<file path="config.mk">
export PLATFORM = sky130hd
export DESIGN_NAME = rf_alu_sequencer
export DESIGN_NICKNAME = d
export VERILOG_FILES = /design/src/rtl/rf_alu_sequencer_pkg.sv /design/src/rtl/mul_shift_add.sv /design/src/rtl/rf_alu_sequencer.sv
export SDC_FILE = /design/constraint.sdc
export NUM_CORES = 1
export LEC_CHECK = 0
export BUFFER_PORTS_ARGS = -buffer_cell sky130_fd_sc_hd__buf_2
export CORE_UTILIZATION = 60
export DETAILED_ROUTE_END_ITERATION = 7
export GPL_TIMING_DRIVEN = 0
export PLACE_DENSITY = 0.92
export SLEW_MARGIN = 20
export SYNTH_ARGS = -nofsm -noshare
export SYNTH_HDL_FRONTEND = slang
export SYNTH_SLANG_ARGS = --single-unit
</file>
<file path="constraint.sdc">
create_clock -name CLK -period 3.7 [get_ports CLK]
set_input_delay 0.555 -clock CLK [delete_from_list [all_inputs] [get_ports CLK]]
set_output_delay 0.555 -clock CLK [all_outputs]
set_load 0.03 [all_outputs]
</file>
<file path="src/rtl/rf_alu_sequencer_pkg.sv">
`default_nettype none
// ============================================================================
// Module   : rf_alu_sequencer_pkg
// Brief    : Opcode and FSM state encodings shared by the ALU sequencer files.
// Revision : 1.0
// ============================================================================
package rf_alu_sequencer_pkg;

    localparam logic [1:0] OP_ADD = 2'b00;
    localparam logic [1:0] OP_SUB = 2'b01;
    localparam logic [1:0] OP_AND = 2'b10;
    localparam logic [1:0] OP_MUL = 2'b11;

    typedef enum logic [1:0] {
        S_IDLE = 2'd0,
        S_READ = 2'd1,
        S_EXEC = 2'd2,
        S_WB   = 2'd3
    } state_t;

endpackage
`default_nettype wire

</file>
<file path="src/rtl/mul_shift_add.sv">
`default_nettype none
// ============================================================================
// Module   : mul_shift_add
// Brief    : Iterative W-cycle shift-add multiplier; product is the value the
//            accumulator takes at the end of the current step.
// Revision : 1.0
// ============================================================================
module mul_shift_add #(
    parameter int W = 4
) (
    input  logic             clk,
    input  logic             rst_n,
    input  logic             start,
    input  logic [W-1:0]     a,
    input  logic [W-1:0]     b,
    output logic             done,
    output logic [2*W-1:0]   product
);

    localparam int c_cnt_w = $clog2(W) + 1;

    logic [W-1:0]       r_a;
    logic [W-1:0]       r_b;
    logic [2*W-1:0]     r_acc;
    logic [c_cnt_w-1:0] r_k;
    logic               r_active;
    logic [2*W-1:0]     w_addend;
    logic [2*W-1:0]     w_acc_next;

    always_comb begin
        w_addend = '0;
        if (r_b[0]) begin
            w_addend = {{W{1'b0}}, r_a} << r_k;
        end
        w_acc_next = r_acc + w_addend;
    end

    // Combinational done/product let the caller latch the result on the
    // same edge that completes the last step.
    assign done    = r_active && (r_k == c_cnt_w'(W - 1));
    assign product = w_acc_next;

    always_ff @(posedge clk or negedge rst_n) begin
        if (!rst_n) begin
            r_a      <= '0;
            r_b      <= '0;
            r_acc    <= '0;
            r_k      <= '0;
            r_active <= 1'b0;
        end else if (start) begin
            r_a      <= a;
            r_b      <= b;
            r_acc    <= '0;
            r_k      <= '0;
            r_active <= 1'b1;
        end else if (r_active) begin
            r_acc <= w_acc_next;
            r_b   <= r_b >> 1;
            if (done) begin
                r_active <= 1'b0;
                r_k      <= '0;
            end else begin
                r_k <= r_k + c_cnt_w'(1);
            end
        end
    end

endmodule
`default_nettype wire

</file>
<file path="src/rtl/rf_alu_sequencer.sv">
`default_nettype none
// ============================================================================
// Module   : rf_alu_sequencer
// Brief    : Multi-cycle Rd <- Rs0 op Rs1 controller around an 8-entry
//            register file (ADD/SUB/AND single-cycle, MUL shift-add).
// Revision : 1.0
// ============================================================================
module rf_alu_sequencer
    import rf_alu_sequencer_pkg::*;
#(
    parameter int W = 4
) (
    input  logic         CLK,
    input  logic         Reset_n,
    input  logic         Start,
    input  logic [1:0]   Opcode,
    input  logic [2:0]   Src_0,
    input  logic [2:0]   Src_1,
    input  logic [2:0]   Dst,
    input  logic [W-1:0] Operand_0,
    input  logic [W-1:0] Operand_1,
    output logic [2:0]   Source_Select_0,
    output logic [2:0]   Source_Select_1,
    output logic [2:0]   Destination_Select,
    output logic [W-1:0] Data,
    output logic         Write_Enable,
    output logic         Busy,
    output logic         Done,
    output logic         Flag
);

    state_t         r_state;
    state_t         w_state_next;
    logic [1:0]     r_op;
    logic [2:0]     r_dst;
    logic [W-1:0]   r_a;
    logic [W-1:0]   r_b;
    logic           w_accept;
    logic           w_mul_start;
    logic           w_mul_done;
    logic           w_to_wb;
    logic [2*W-1:0] w_product;
    logic [W:0]     w_result;

    always_ff @(posedge CLK or negedge Reset_n) begin
        if (!Reset_n) begin
            r_state <= S_IDLE;
        end else begin
            r_state <= w_state_next;
        end
    end

    always_comb begin
        w_state_next = r_state;
        w_accept     = 1'b0;
        w_mul_start  = 1'b0;
        w_to_wb      = 1'b0;
        case (r_state)
            S_IDLE: begin
                if (Start) begin
                    w_accept     = 1'b1;
                    w_state_next = S_READ;
                end
            end
            S_READ: begin
                w_mul_start  = (r_op == OP_MUL);
                w_state_next = S_EXEC;
            end
            S_EXEC: begin
                if ((r_op != OP_MUL) || w_mul_done) begin
                    w_to_wb      = 1'b1;
                    w_state_next = S_WB;
                end
            end
            S_WB: begin
                w_state_next = S_IDLE;
            end
            default: begin
                w_state_next = S_IDLE;
            end
        endcase
    end

    assign Busy = (r_state != S_IDLE);

    // Source selects double as the latched source fields so the register
    // file sees stable addresses throughout READ.
    always_ff @(posedge CLK or negedge Reset_n) begin
        if (!Reset_n) begin
            r_op            <= OP_ADD;
            r_dst           <= '0;
            Source_Select_0 <= '0;
            Source_Select_1 <= '0;
        end else if (w_accept) begin
            r_op            <= Opcode;
            r_dst           <= Dst;
            Source_Select_0 <= Src_0;
            Source_Select_1 <= Src_1;
        end
    end

    always_ff @(posedge CLK or negedge Reset_n) begin
        if (!Reset_n) begin
            r_a <= '0;
            r_b <= '0;
        end else if (r_state == S_READ) begin
            r_a <= Operand_0;
            r_b <= Operand_1;
        end
    end

    mul_shift_add #(
        .W (W)
    ) u_mul (
        .clk     (CLK),
        .rst_n   (Reset_n),
        .start   (w_mul_start),
        .a       (Operand_0),
        .b       (Operand_1),
        .done    (w_mul_done),
        .product (w_product)
    );

    // Bit W carries the flag: carry for ADD, borrow for SUB.
    always_comb begin
        w_result = '0;
        case (r_op)
            OP_ADD:  w_result = {1'b0, r_a} + {1'b0, r_b};
            OP_SUB:  w_result = {1'b0, r_a} - {1'b0, r_b};
            OP_AND:  w_result = {1'b0, r_a & r_b};
            default: w_result = {(|w_product[2*W-1:W]), w_product[W-1:0]};
        endcase
    end

    always_ff @(posedge CLK or negedge Reset_n) begin
        if (!Reset_n) begin
            Data               <= '0;
            Flag               <= 1'b0;
            Destination_Select <= '0;
            Write_Enable       <= 1'b0;
            Done               <= 1'b0;
        end else begin
            Write_Enable <= w_to_wb;
            Done         <= w_to_wb;
            if (w_to_wb) begin
                Data               <= w_result[W-1:0];
                Flag               <= w_result[W];
                Destination_Select <= r_dst;
            end
        end
    end

endmodule
`default_nettype wire

</file>
==> results.md <==
* Status: finished, violations left
* Failing checks: design-rule violations
* Gpl congestion at 0.881
* # DRC at 2
* Detailed Routing Iterations Pass 1 at 6
* Req. time, crit path at 3.86 ns
* Worst path cell trace: buf_2 -> mux2i_1 -> nor2_1 -> a31oi_1 -> mux2i_1 -> and2_1 -> ha_1 -> or4_2 -> o22ai_2 -> xnor2_1 -> a21oi_1
* Hold_ws at 0.257 ns
* Worst Path Class, Setup: flip-flop to flip-flop
* Switching share of power at 46.1%
* Area after DPL at 3130 µm²
* Unrepaired setup endpoints after global routing: false
* Distinct cell type count after synthesis at 50
* Clock transition at the registers of the reported paths at 0.09 ns
* Initial antenna violation count at 0
* Resized cells post-CTS at 0
* Max-cap violations at 0
* Hold crit path type: input pin to asynchronous set/reset pin
* Worst Path Arrival at 3.01 ns
* Post-synthesis sequential area ratio at 43.5%
* CP delay by family, top: simple AND/OR/NAND/NOR gates
* Final setup vio count at 0
* DRT Wirelength at ~6.2 mm
* Largest net degree at the start of global routing at 51
* Slowest CP cell: or4_2
* Cts hold-fix bufs at 0
* Clk_skew at approximately 0.005 ns
* Most frequent cells in the layout: 50 x dfrtp_1, 45 x nand2_1, 40 x buf_2
* Int Pwr at 1780 µW
* Ys flop type: dfrtp_1
* CP endpoint kind: flip-flop
* Vias per cell at between 5 and 6
* ANT nets after route at 0
* Share of layout cells above drive strength 1 at 18.6%
* Final period util at 77.2%
* Nets at 374
* Slew headroom at a little under three fifths
* Crit path max fanout at 10
* Leakage at 0.00159 µW
* Most common cell after layout, fill and taps aside: dfrtp_1
* Top-Level Pins at 39
* Worst-margin pin slew at 0.658 ns
* PD cells at 1020 nW/µm²
* Area of the core at around 4500 µm²
* Htree depth at 2
* Final antenna diode count at 0
* Die width at 71.2 µm
* WL/cell at 16.0 µm
* CTS sink count at 50
* Grt ovf at 0
* Worst Setup Start Kind: flip-flop
* Syn avg cell area at 10.0 µm²
* Tmin final at 2.85 ns
* Asr flop ratio synth at 100%
* DP HPWL at approximately 4.6 mm
* YS warnings at 0
* CTS tree: done
* Reg power frac at 31.1%
* Bufs and invs on worst path at 1
* Gate power share at between 50% and 60%
* Mapped Cells at 287
* Chip height at around 71 µm
* Fmax at 350 MHz
* Share of total power in the clock network at between 10% and 20%
* First-pass GRT wire length at between 10 and 15 mm
* Max stage delay on crit path at 0.65 ns
* GRT Total Usage at 26.4%
* Site row count at 24
* Cell Area, Synth at 2880 µm²
* Die ar. at 5080 µm²
* Clock root buffer: clkbuf_8
* Slew Limit Fails at 0
* Vias in the first global route at 2286
* Setup bufs post-CTS at 0
* Post-synth EDFFs at 0
* Worst vdd ir at about 0.55 mV
* CTS max path bufs at 2
* Area grow syn2layout at 12.3%
* Vias at 2245
* Initial core utilization at 64.3%
* Post-route cell area at 3230 µm²
* Buffers added on ports at 38
* CTS buffer count at 5
* Switching power at 1520 µW
* Flops & latches, synth at 50
* Syn Nets at 329
* Final hold vios at 0
* Setup Total Neg Slack at 0 ns
* Clk_lat worst skew at 0.30 ns
* CP most frequent cell: mux2i_1
* Initial drt markers at 101
## layer usage
layer  GRT usage, %  up-vias  share of wire, %
met1           33.2     1095                44
met5              0        -                 0
met2           45.2       65                50
met4           10.9        0               2.0
met3           4.92        9               4.4
li1               -     1076                 -
## synthesized netlist by cell type (all sizes together) (4+ instances only)
master	instances	area share, %
mux2i	16	5.6
xor2	4	1.5
xnor2	4	1.2
nor2b	4	0.87
buf	9	2.2
a21oi	10	1.7
dfrtp	50	43
o21a	5	1.3
nand3	5	1.0
nor3	6	1.0
nor2	25	3.3
nand2	45	5.9
inv	14	1.8
ha	18	7.8
mux2	18	7.0
o21ai	17	3.1
clkbuf	4	0.52
## final cells by class
type,count,area [µm²]
Timing Repair Buffer,38,193
Sequential cell,50,1250
Multi-Input combinational cell,210,1490
Clock buffer,7,86.3
Clock inverter,1,8.76
Inverter,14,52.6
Fill cell,320,1240
Tap cell,52,65.1
Buffer,13,78.8
## per-stage QoR
| stage | cells | power, µW | setup slack (ns) | util (%) |
|---|---|---|---|---|
| 3_3_place_gp | 377 | 2810 | 0.968 | 70.0 |
| 3_5_place_dp | 377 | 2940 | 0.874 | 70.0 |
| 2_1_floorplan | 287 | 2460 | 1.19 | - |
| 5_1_grt | 385 | 3540 | 0.705 | 72.2 |
| 4_1_cts | 385 | 3290 | 0.844 | 72.1 |
| 6_report | 385 | 3290 | 0.845 | 72.2 |
## power groups by stage
stage	clock network, µW	logic, µW	registers (µW)
3_3_place_gp	0	1810	1010
4_1_cts	345	1930	1020
3_5_place_dp	0	1910	1030
6_report	337	1930	1020
5_1_grt	363	2120	1050
2_1_floorplan	0	1330	1130
## sequential cells by signal (all words and copies together) (netlist names)
name / flops
u_mul.r_active: 1
Source_Select_1: 3
Done: 1
u_mul.r_a: 4
u_mul.r_b: 4
Destination_Select: 3
u_mul.r_k: 3
r_b: 4
r_dst: 3
Source_Select_0: 3
Flag: 1
Data: 4
r_op: 2
u_mul.r_acc: 8
r_a: 4
r_state: 2
## worst reg2reg max path, cell delays in order (launching register included)
cell     delay (ns)
dfrtp_1        0.35
buf_2          0.23
mux2i_1        0.25
nor2_1         0.06
a31oi_1        0.20
mux2i_1        0.12
and2_1         0.18
ha_1           0.20
or4_2          0.65
o22ai_2        0.18
xnor2_1        0.18
a21oi_1        0.10
## worst paths after layout
kind | startpoint | slack (ns) | cells after the start | end
max | u_mul.r_k[1] | 0.85 | 11 | u_mul.r_acc[7]
min in group CLK | Dst[2] | 0.46 | 2 | r_dst[2]
max reg2reg | u_mul.r_k[1] | 0.85 | 11 | u_mul.r_acc[7]
min reg2reg | r_dst[1] | 0.48 | 2 | Destination_Select[1]
max in group asynchronous | Reset_n | 3.04 | 1 | u_mul.r_acc[7]
min | Reset_n | 0.26 | 1 | Source_Select_1[0]
## logic make-up after synthesis
family	share of synthesized area [%]
AND/OR/NAND/NOR	15.0
AO/OA/AOI/OAI	11.6
flip-flops	43.5
multiplexers	13.4
buffers and inverters	4.57
adder cells (fa/ha/maj)	9.22
XOR/XNOR	2.70
(Power assumes the default switching activity.)
